File: src/rtl/poci_regbank.sv
// POCI readout register bank: NUM_WR host-writable words plus read-only status
// words, streamed out through a framed parallel-to-serial shifter.
module poci_regbank #(
  parameter int DATA_W    = 8,
  parameter int ADDR_W    = 8,
  parameter int NUM_REGS  = 59,
  parameter int NUM_WR    = 3,
  parameter int LSB_FIRST = 1
) (
  input  logic                                sclk,
  input  logic                                rstn,
  input  logic [ADDR_W-1:0]                   addr,
  input  logic                                wr_en,
  input  logic [DATA_W-1:0]                   write_data,
  input  logic                                start,
  input  logic [(NUM_REGS-NUM_WR)*DATA_W-1:0] ro_regs,
  output logic [NUM_WR*DATA_W-1:0]            wr_regs,
  output logic                                serial_out,
  output logic                                busy,
  output logic                                frame_done,
  output logic                                addr_err
);
  localparam int NUM_RO = NUM_REGS - NUM_WR;
  localparam logic [DATA_W-1:0] CNT_LAST = DATA_W'(DATA_W - 1);

  typedef enum logic {IDLE, SHIFT} state_t;

  state_t                        state_q, state_d;
  logic [DATA_W-1:0]             sreg_q, sreg_d;
  logic [DATA_W-1:0]             cnt_q, cnt_d;
  logic [NUM_WR-1:0][DATA_W-1:0] wr_q, wr_d;
  logic                          serial_out_q, serial_out_d;
  logic                          busy_q, busy_d;
  logic                          frame_done_q, frame_done_d;
  logic                          addr_err_q, addr_err_d;

  logic [NUM_RO-1:0][DATA_W-1:0] ro_words;
  logic [DATA_W-1:0]             rd_word;
  logic                          rd_valid;
  logic                          wr_hit;
  logic                          load;

  assign ro_words = ro_regs;

  // Read selection: writable words first, then read-only words; unmapped reads zero.
  always_comb begin
    // NOTE: every combinational output gets a default first so no path infers a latch.
    rd_word  = '0;
    rd_valid = 1'b0;
    wr_hit   = 1'b0;
    for (int i = 0; i < NUM_WR; i++) begin
      if (addr == ADDR_W'(i + 1)) begin
        rd_word  = wr_q[i];
        rd_valid = 1'b1;
        wr_hit   = 1'b1;
      end
    end
    for (int j = 0; j < NUM_RO; j++) begin
      if (addr == ADDR_W'(NUM_WR + 1 + j)) begin
        rd_word  = ro_words[j];
        rd_valid = 1'b1;
      end
    end
  end

  // A new frame is accepted from IDLE or on the last bit of the current frame.
  assign load = start && ((state_q == IDLE) || (cnt_q == '0));

  always_comb begin
    state_d      = state_q;
    sreg_d       = sreg_q;
    cnt_d        = cnt_q;
    wr_d         = wr_q;
    serial_out_d = serial_out_q;
    busy_d       = busy_q;
    frame_done_d = 1'b0;
    addr_err_d   = 1'b0;

    if (wr_en) begin
      if (wr_hit) begin
        for (int i = 0; i < NUM_WR; i++) begin
          if (addr == ADDR_W'(i + 1)) wr_d[i] = write_data;
        end
      end else begin
        addr_err_d = 1'b1;
      end
    end

    if (state_q == SHIFT) begin
      if (cnt_q != '0) begin
        if (LSB_FIRST != 0) begin
          serial_out_d = sreg_q[0];
          sreg_d       = sreg_q >> 1;
        end else begin
          serial_out_d = sreg_q[DATA_W-1];
          sreg_d       = sreg_q << 1;
        end
        cnt_d = cnt_q - 1'b1;
      end else begin
        serial_out_d = 1'b0;
        busy_d       = 1'b0;
        frame_done_d = 1'b1;
        state_d      = IDLE;
      end
    end

    // The snapshot reads the pre-write value, so a same-edge write never leaks into the frame.
    if (load) begin
      if (LSB_FIRST != 0) begin
        serial_out_d = rd_word[0];
        sreg_d       = rd_word >> 1;
      end else begin
        serial_out_d = rd_word[DATA_W-1];
        sreg_d       = rd_word << 1;
      end
      cnt_d   = CNT_LAST;
      busy_d  = 1'b1;
      state_d = SHIFT;
      if (!rd_valid) addr_err_d = 1'b1;
    end
  end

  always_ff @(posedge sclk or negedge rstn) begin
    if (!rstn) begin
      state_q      <= IDLE;
      sreg_q       <= '0;
      cnt_q        <= '0;
      // NOTE: the writable words are reset too, since the host expects them to read zero after reset.
      wr_q         <= '0;
      serial_out_q <= 1'b0;
      busy_q       <= 1'b0;
      frame_done_q <= 1'b0;
      addr_err_q   <= 1'b0;
    end else begin
      // NOTE: non-blocking assignments so every flop samples the pre-edge values.
      state_q      <= state_d;
      sreg_q       <= sreg_d;
      cnt_q        <= cnt_d;
      wr_q         <= wr_d;
      serial_out_q <= serial_out_d;
      busy_q       <= busy_d;
      frame_done_q <= frame_done_d;
      addr_err_q   <= addr_err_d;
    end
  end

  assign wr_regs    = wr_q;
  assign serial_out = serial_out_q;
  assign busy       = busy_q;
  assign frame_done = frame_done_q;
  assign addr_err   = addr_err_q;

endmodule

File: config.mk
export PLATFORM = sky130hd
export DESIGN_NAME = poci_regbank
export DESIGN_NICKNAME = d
export VERILOG_FILES = /design/src/rtl/poci_regbank.sv
export SDC_FILE = /design/constraint.sdc
export NUM_CORES = 1
export LEC_CHECK = 0
export BUFFER_PORTS_ARGS = -buffer_cell sky130_fd_sc_hd__buf_2
export CORE_AREA = 2 2 196 198
export CTS_BUF_LIST = sky130_fd_sc_hd__clkbuf_16
export DETAILED_ROUTE_END_ITERATION = 10
export DIE_AREA = 0 0 198 200
export HOLD_SLACK_MARGIN = 0.06
export PLACE_DENSITY_LB_ADDON = 0.25
export REMOVE_ABC_BUFFERS = 1
export SLEW_MARGIN = 15
export SYNTH_ARGS = -nofsm -noshare
export SYNTH_HDL_FRONTEND = slang
export SYNTH_SLANG_ARGS = --single-unit
export TNS_END_PERCENT = 20
File: constraint.sdc
create_clock -name sclk -period 3.75 [get_ports sclk]
set_input_delay 0.375 -clock sclk [delete_from_list [all_inputs] [get_ports sclk]]
set_output_delay 0.375 -clock sclk [all_outputs]
set_load 0.1 [all_outputs]
==> results of run 1 <==
cell families after synthesis:
family          synth area share [%]
compound gates                  42.4
simple gates                    26.1
buf+inv                         6.94
mux                             9.82
flops                           14.3
fa+ha+maj                      0.325
xor+xnor                       0.114
flip-flops by register name, indices dropped and copies added, names as in the netlist:
name and count:
addr_err 1, busy 1, state_q 1, cnt_q 8
sreg_q 7, frame_done 1, wr_regs 24, serial_out 1
worst max-delay path by stage:
stage	endpoint	slack, ns	cells past startpoint
2_1_floorplan	sreg_q[4]	0.66	7
3_3_place_gp	serial_out	0.18	11
3_5_place_dp	serial_out	0.04	11
4_1_cts	serial_out	0.34	11
5_1_grt	serial_out	0.10	11
6_report	serial_out	0.24	11
cells in the mapped netlist, drive strengths merged, types with 13 or more instances:
cell	n	area [um2]
a31oi	14	87.6
o221ai	25	225
nor2	107	419
a211oi	21	158
buf	57	328
a21oi	96	484
nand3	31	155
inv	13	48.8
nor2b	15	93.8
nand2	116	438
nand2b	18	115
o21ai	107	536
mux2	42	473
a221oi	24	210
clkbuf	42	158
o22ai	42	263
dfrtp	44	1100
mux2i	26	260
a22oi	33	248
nor3	31	166
cell usage in the layout, fill, tap and decap left out, drive strengths merged, types with 25 or more instances in the layout:
cell type	netlist	layout
a21oi	96	96
a22oi	33	33
buf	57	594
dfrtp	44	44
mux2	42	42
mux2i	26	26
nand2	116	116
nand3	31	31
nor2	107	107
nor3	31	31
o21ai	107	107
o221ai	25	25
o22ai	42	42
metrics by stage:
stage	utilization (%)	std cells	hold WS (ns)
6_report	30.2	2122	0.0800
5_1_grt	30.2	2119	0.129
4_1_cts	30.2	2118	0.310
3_5_place_dp	29.8	2110	0.483
3_3_place_gp	29.8	2110	0.471
2_1_floorplan	-	1005	0.0794
area by class of cell:
cell class / count / share of cell area [%]
timing repair buffer: 594 / 28.8
tap: 511 / 5.66
inverter: 13 / 0.432
antenna: 4 / 0.0885
clock buffer: 5 / 1.11
clock inverter: 3 / 0.166
sequential: 44 / 9.74
multi-input combinational: 948 / 54.0
layer usage:
| layer | GRT usage (%) | vias up | part of all wire, % |
|---|---|---|---|
| li1 | - | 5352 | - |
| met1 | 44.1 | 6121 | 41 |
| met2 | 58.1 | 877 | 47 |
| met3 | 5.68 | 120 | 8.9 |
| met4 | 9.30 | 4 | 2.8 |
| met5 | 0 | - | 0.029 |
power by group through the flow:
stage | logic, mW | registers [mW] | clock network (mW)
6_report | 1.08 | 0.498 | 0.455
5_1_grt | 1.12 | 0.499 | 0.486
4_1_cts | 1.06 | 0.498 | 0.462
3_5_place_dp | 1.06 | 0.507 | 0
3_3_place_gp | 1.07 | 0.507 | 0
2_1_floorplan | 0.277 | 0.600 | 0
==> impl_summary.txt, run 1 <==
----------------------------------------------------
[Power and ir drop]
  Power density over the cells ... 180 nW/um2
  Combinational share of power ... 53.1%
  Pleak ... 5.19 nW
  Clock network fraction of total power ... 22.4%
  Switching power ... 0.911 mW
  PnR Total Power ... 2.03 mW
  Seq pwr share ... 24.5%
  Internal power contribution ... 1.12 mW
  Worst vdd ir ... 0.141 mV
  Sw Share ... 44.8%

[Timing]
  Maximum operating frequency ... 0.285 GHz
  Worst Setup Slack, final ... 0.242 ns
  Count of endpoints failing hold in the final timing report ... 0
  Final critical-path required period ... 3.51 ns
  Max transition margin ... 28.6%
  Aggregate negative setup slack ... 0 ns
  Skew final ... 0.00934 ns
  Final slew viol count ... 0
  Final setup violation count ... 0
  Unrepaired setup endpoints after global routing ... false
  Post-route clock period utilization ... 93.5%
  Slew of the pin with the lowest slew margin ... 1.07 ns

[Route]
  Sum of routed wire length over all layers ... 70.0 mm
  Via count ... 12474
  Drt drc ... 0
  WL/cell ... 33.0 um
  DR iter-0 viols ... 1409
  First-pass iteration count of the detailed router ... 6
  Routed via count divided by cell count ... 5.88
  Number of routed nets with antenna violations ... 0

[Critical path]
  Worst Setup Start Kind ... input pin
  Number of cells on the worst reg-to-reg path ... 9
  Element type at the critical path end ... flop
  Crit-path cells ... buf_4 -> buf_4 -> mux2_2 -> o21ai_0 -> a21oi_1 -> a221oi_1 -> nand2_1 -> a2111oi_0 -> buf_4 -> o21a_1 -> o21ai_1
  Critical path origin ... addr[1]
  Req. time, crit path ... 3.93 ns
  Buffer and inverter count on the worst path ... 3
  Delay of the slowest cell on the worst path ... 0.85 ns
  Most repeated library cell on the critical path ... buf_4
  Worst path slowest cell ... a2111oi_0
  Critical path start-end classification ... in -> reg
  Top cell family by delay on the critical path ... compound AO/OA/AOI/OAI gates
  Data arrival at the endpoint of the critical path ... 3.69 ns
  Setup slack, reg-to-reg ... 0.92 ns
  RR Startpoint ... wr_regs[16]
  Worst-path maximum fanout ... 44
  R2r endpoint ... serial_out

[Yosys]
  Count of unique library cells instantiated by Yosys ... 86
  Warning count from the yosys run ... 0
  #FFs+latches synth ... 44
  Mean instance size in the synthesized netlist ... 6.97 um2
  Synth async-reset ratio ... 100%
  Post-Synthesis Cell Area ... 7700 um2
  Instance count of the mapped netlist ... 1104
  Main synth FF type ... dfrtp_1
  Share of the yosys chip area belonging to registers ... 14.3%
  Count of flip-flops with a built-in enable after synthesis ... 0

[Layout]
  Finished Cell Area ... 11300 um2
  NumNets Final ... 2076
  Fraction of layout cells with a size suffix above 1 ... 42.1%
  Fill cell count ... 4310
  Post-synthesis to final-layout area growth ... 46.9%
  Storage element area ... 1100 um2
  Multi-input gate area ... 6110 um2

[Floorplan]
  Chip Width ... 198 um
  Initial core utilization ... 20.6%
  Ports ... 496
  Floorplan Core Area ... 37400 um2
  Area enclosed by the die boundary ... 39600 um2
  Row count ... 71
  Die extent in y ... 200 um

[Worst hold path]
  Class of the worst hold path ... in -> async

[CTS]
  Number of setup buffers added after CTS ... 0
  Clock transition at the register clock pins on the worst setup and hold paths after CTS ... 0.07 ns
  Num CTS Buffers ... 5
  Number of sinks handled by clock tree synthesis ... 44
  CTS tree ... yes
  Deepest clock path buffer count ... 2
  Number of hold buffers added after cts ... 0
  Clock latency of the later-clocked register in the worst-skew pair ... 0.30 ns
  Clock Root Buffer ... clkbuf_16
  CTS H-tree lvls ... 2
  Quantity of gates resized following cts ... 0

[Global routing]
  Number of global-route vias before repair ... 12334
  Total routing resource utilization after global routing ... 33.9%
  Global-route wire length before repair ... 94.2 mm
  Maximum number of pins on one net before global-route repair ... 45
  Final global-route overflow total ... 0
  Antenna violations before repair ... 5

[Placed design]
  Weighted congestion at the end of routability-driven global placement ... 1.03
  Input/output buffers ... 495
  Detailed Place HPWL ... 58.7 mm
  Placed Instance Area ... 11100 um2
  Dpl ws ... 0.0404 ns

[Job]
  Number of max-capacitance violations reported ... 0

[Run status]
  Status ... finished clean

----------------------------------------------------
Note: power is estimated with default switching activity, not from simulation.
==> inputs of run 2 (changes only) <==
ABC_AREA = 1   (was not set)
CAP_MARGIN = 20   (was not set)
CORE_AREA = 2 2 190 192   (was 2 2 196 198)
DIE_AREA = 0 0 192 194   (was 0 0 198 200)
==> impl_summary.txt, run 2 <==
----------------------------------------------------
[Run status]
  Status ... complete, but fails checks
  Violations in the final reports ... setup timing

[Layout]
  Post-synthesis to final-layout area growth ... 68.8%
  Finished Cell Area ... 10700 um2
  Top library cells by usage in the layout, fill and taps aside ... nand2_1 (494), buf_2 (494), inv_1 (175)
  Flip-flop count of the largest register, all copies and words added ... 24
  NumNets Final ... 2357
  Share of the core filled with cells in the final layout ... 30.3%
  Fraction of layout cells with a size suffix above 1 ... 39.2%

[Yosys]
  Synth top area share ... 29.7%
  Main synth FF type ... dfrtp_1
  Cell types with the highest counts after synthesis ... nand2_1 (501), nor2_1 (180), inv_1 (174)
  Count of flip-flops with a built-in enable after synthesis ... 0
  #FFs+latches synth ... 44
  Count of unique library cells instantiated by Yosys ... 35
  Synth async-reset ratio ... 100%
  Top area cells in the synthesized netlist ... nand2_1 (30%), dfrtp_1 (17%), nor2_1 (11%)
  Instance count of the mapped netlist ... 1254
  Cell type with the highest aggregate area in the netlist ... nand2_1
  Share of the yosys chip area belonging to registers ... 17.4%
  Mean instance size in the synthesized netlist ... 5.04 um2
  Warning count from the yosys run ... 0
  Post-Synthesis Cell Area ... 6320 um2
  Count leader, synth ... nand2_1

[Global routing]
  Met1 layer usage reported by global route ... 26.9%
  Most congested layer reported by global routing ... met2
  Antenna violations before repair ... 8
  Maximum number of pins on one net before global-route repair ... 45
  Number of global-route vias before repair ... 10424
  Global-route wire length before repair ... 60.6 mm
  Global-route met3 utilization ... 2.55%
  Total routing resource utilization after global routing ... 21.3%
  Final global-route overflow total ... 0
  Met2 Resource Use GR ... 38.5%

[CTS]
  CTS H-tree lvls ... 2
  Num CTS Buffers ... 5
  Clock latency of the later-clocked register in the worst-skew pair ... 0.29 ns
  Clock Root Buffer ... clkbuf_16
  Deepest clock path buffer count ... 2
  Clock transition at the register clock pins on the worst setup and hold paths after CTS ... 0.06 ns
  CTS tree ... yes
  Number of sinks handled by clock tree synthesis ... 44

[Critical path]
  Req. time, crit path ... 3.93 ns
  Worst Setup Start Kind ... input pin
  Element type at the critical path end ... flop
  Delay of the slowest cell on the worst path ... 0.23 ns
  Worst-path maximum fanout ... 5
  Critical path start-end classification ... in -> reg
  Buffer and inverter count on the worst path ... 4
  Data arrival at the endpoint of the critical path ... 4.34 ns
  Most repeated library cell on the critical path ... nand4_1
  Top cell family by delay on the critical path ... simple AND/OR/NAND/NOR gates
  Worst path slowest cell ... a221oi_2

[Timing]
  Hold slack ... 0.380 ns
  Maximum operating frequency ... 0.241 GHz
  Skew final ... 0.00649 ns
  Count of endpoints failing hold in the final timing report ... 0
  Unrepaired setup endpoints after global routing ... true
  Final slew viol count ... 0
  Final setup violation count ... 7
  Final critical-path required period ... 4.16 ns
  Post-route clock period utilization ... 111%
  Slew of the pin with the lowest slew margin ... 0.945 ns
  Worst Setup Slack, final ... -0.405 ns
  Max transition margin ... 36.8%

[Route]
  Number of routed nets with antenna violations ... 0
  Drt drc ... 0
  Routed via count divided by cell count ... 4.36
  Sum of routed wire length over all layers ... 41.8 mm
  WL/cell ... 17.7 um
  Via count ... 10278
  First-pass iteration count of the detailed router ... 5
  DR iter-0 viols ... 425

[Floorplan]
  Die extent in y ... 194 um
  Area enclosed by the die boundary ... 37200 um2
  Ports ... 496
  Chip Width ... 192 um
  Row count ... 69
  Initial core utilization ... 18.0%
  Floorplan Core Area ... 35200 um2

[Power and ir drop]
  Power density over the cells ... 176 nW/um2
  Switching power ... 0.695 mW
  Sw Share ... 37.0%
  Combinational share of power ... 42.3%
  Seq pwr share ... 31.6%
  Clock network fraction of total power ... 26.0%
  Worst vdd ir ... 0.213 mV
  Pleak ... 5.82 nW
  Internal power contribution ... 1.19 mW

[Placed design]
  Placed Instance Area ... 10400 um2
  Weighted congestion at the end of routability-driven global placement ... 0.932
  Detailed Place HPWL ... 36.9 mm
  Input/output buffers ... 495

[Job]
  Number of max-capacitance violations reported ... 0

[Worst hold path]
  Class of the worst hold path ... in -> reg

----------------------------------------------------
==> run 2: changes by cell type in the layout (fill, tap and decap cells not counted), sizes merged, moves of 45 or more <==
cell,change
inv,+173
nor2,+83
nand2,+391
or2,+45
o21ai,-62
nand4,+69
==> run 2: what timing repair did <==
action                                  in CTS  in global routing
pin swaps                                    3                  2
gates resized for setup                     10                 11
buffers inserted                             1                  0
gates cloned                                 0                  0
hold buffers                                 0                  1
hold endpoints to repair                     0                  2
endpoints found under the setup margin       8                  8
==> run 2: power by group through the flow <==
stage | Sequential (mW) | Combinational (mW) | Clock [mW]
2_1_floorplan | 0.715 | 0.236 | 0
3_3_place_gp | 0.603 | 0.791 | 0
3_5_place_dp | 0.604 | 0.792 | 0
4_1_cts | 0.596 | 0.797 | 0.507
5_1_grt | 0.605 | 0.873 | 0.520
6_report | 0.595 | 0.796 | 0.490
==> run 2: worst paths after layout <==
check                                   start    endpoint  slack [ns]  depth (start not counted)
worst min register to register       cnt_q[0]    cnt_q[0]        0.49                          1
worst min-delay path            write_data[7]  wr_regs[7]        0.38                          3
worst max register to register     wr_regs[0]  serial_out       -0.19                         32
min in group asynchronous                rstn    addr_err        0.56                          2
max in group asynchronous                rstn    cnt_q[2]        2.68                          3
worst max-delay path                  addr[5]  serial_out       -0.41                         37
==> run 2: layer usage <==
| metal | vias to the layer above | routed length (um) |
|---|---|---|
| met3 | 45 | 2460 |
| met2 | 382 | 20700 |
| met5 | - | 27 |
| met1 | 4633 | 17800 |
| met4 | 4 | 774 |
| li1 | 5214 | - |
==> run 2: per-stage QoR <==
stage	TNS (ns)	power [mW]	setup slack, ns	cells
final	-1.36	1.88	-0.405	2356
after global placement	-4.51	1.39	-0.815	2338
after global routing	-5.49	2.00	-0.905	2353
after floorplan	0	0.951	0.395	1240
after detailed placement	-4.77	1.40	-0.802	2338
after CTS	-1.99	1.90	-0.439	2347
==> run 2: cell families (layout without fill, tap and decap cells) <==
| kind of cell | after synthesis | count (layout) | share of synthesized area (%) |
|---|---|---|---|
| AOI/OAI and AO/OA | 121 | 121 | 10.3 |
| adders and majority gates | 2 | 2 | 0.396 |
| buffers and inverters | 201 | 835 | 12.0 |
| DFF | 44 | 44 | 17.4 |
| other | 0 | 7 | 0 |
| and+or+nand+nor | 886 | 886 | 59.8 |
==> run 2: layout make-up <==
cell class,instances,area (um2)
Multi-Input combinational cell,1009,4530
Fill cell,4149,24600
Clock buffer,5,125
Sequential cell,44,1100
Antenna cell,7,17.5
Tap cell,461,577
Inverter,187,702
Clock inverter,3,38.8
Timing Repair Buffer,640,3580
==> run 2: worst register-to-register path: cells and delay by family (launching register included) <==
family	cells	cell delay, ns
compound gates	1	0.18
simple gates	31	3.25
flops	1	0.41
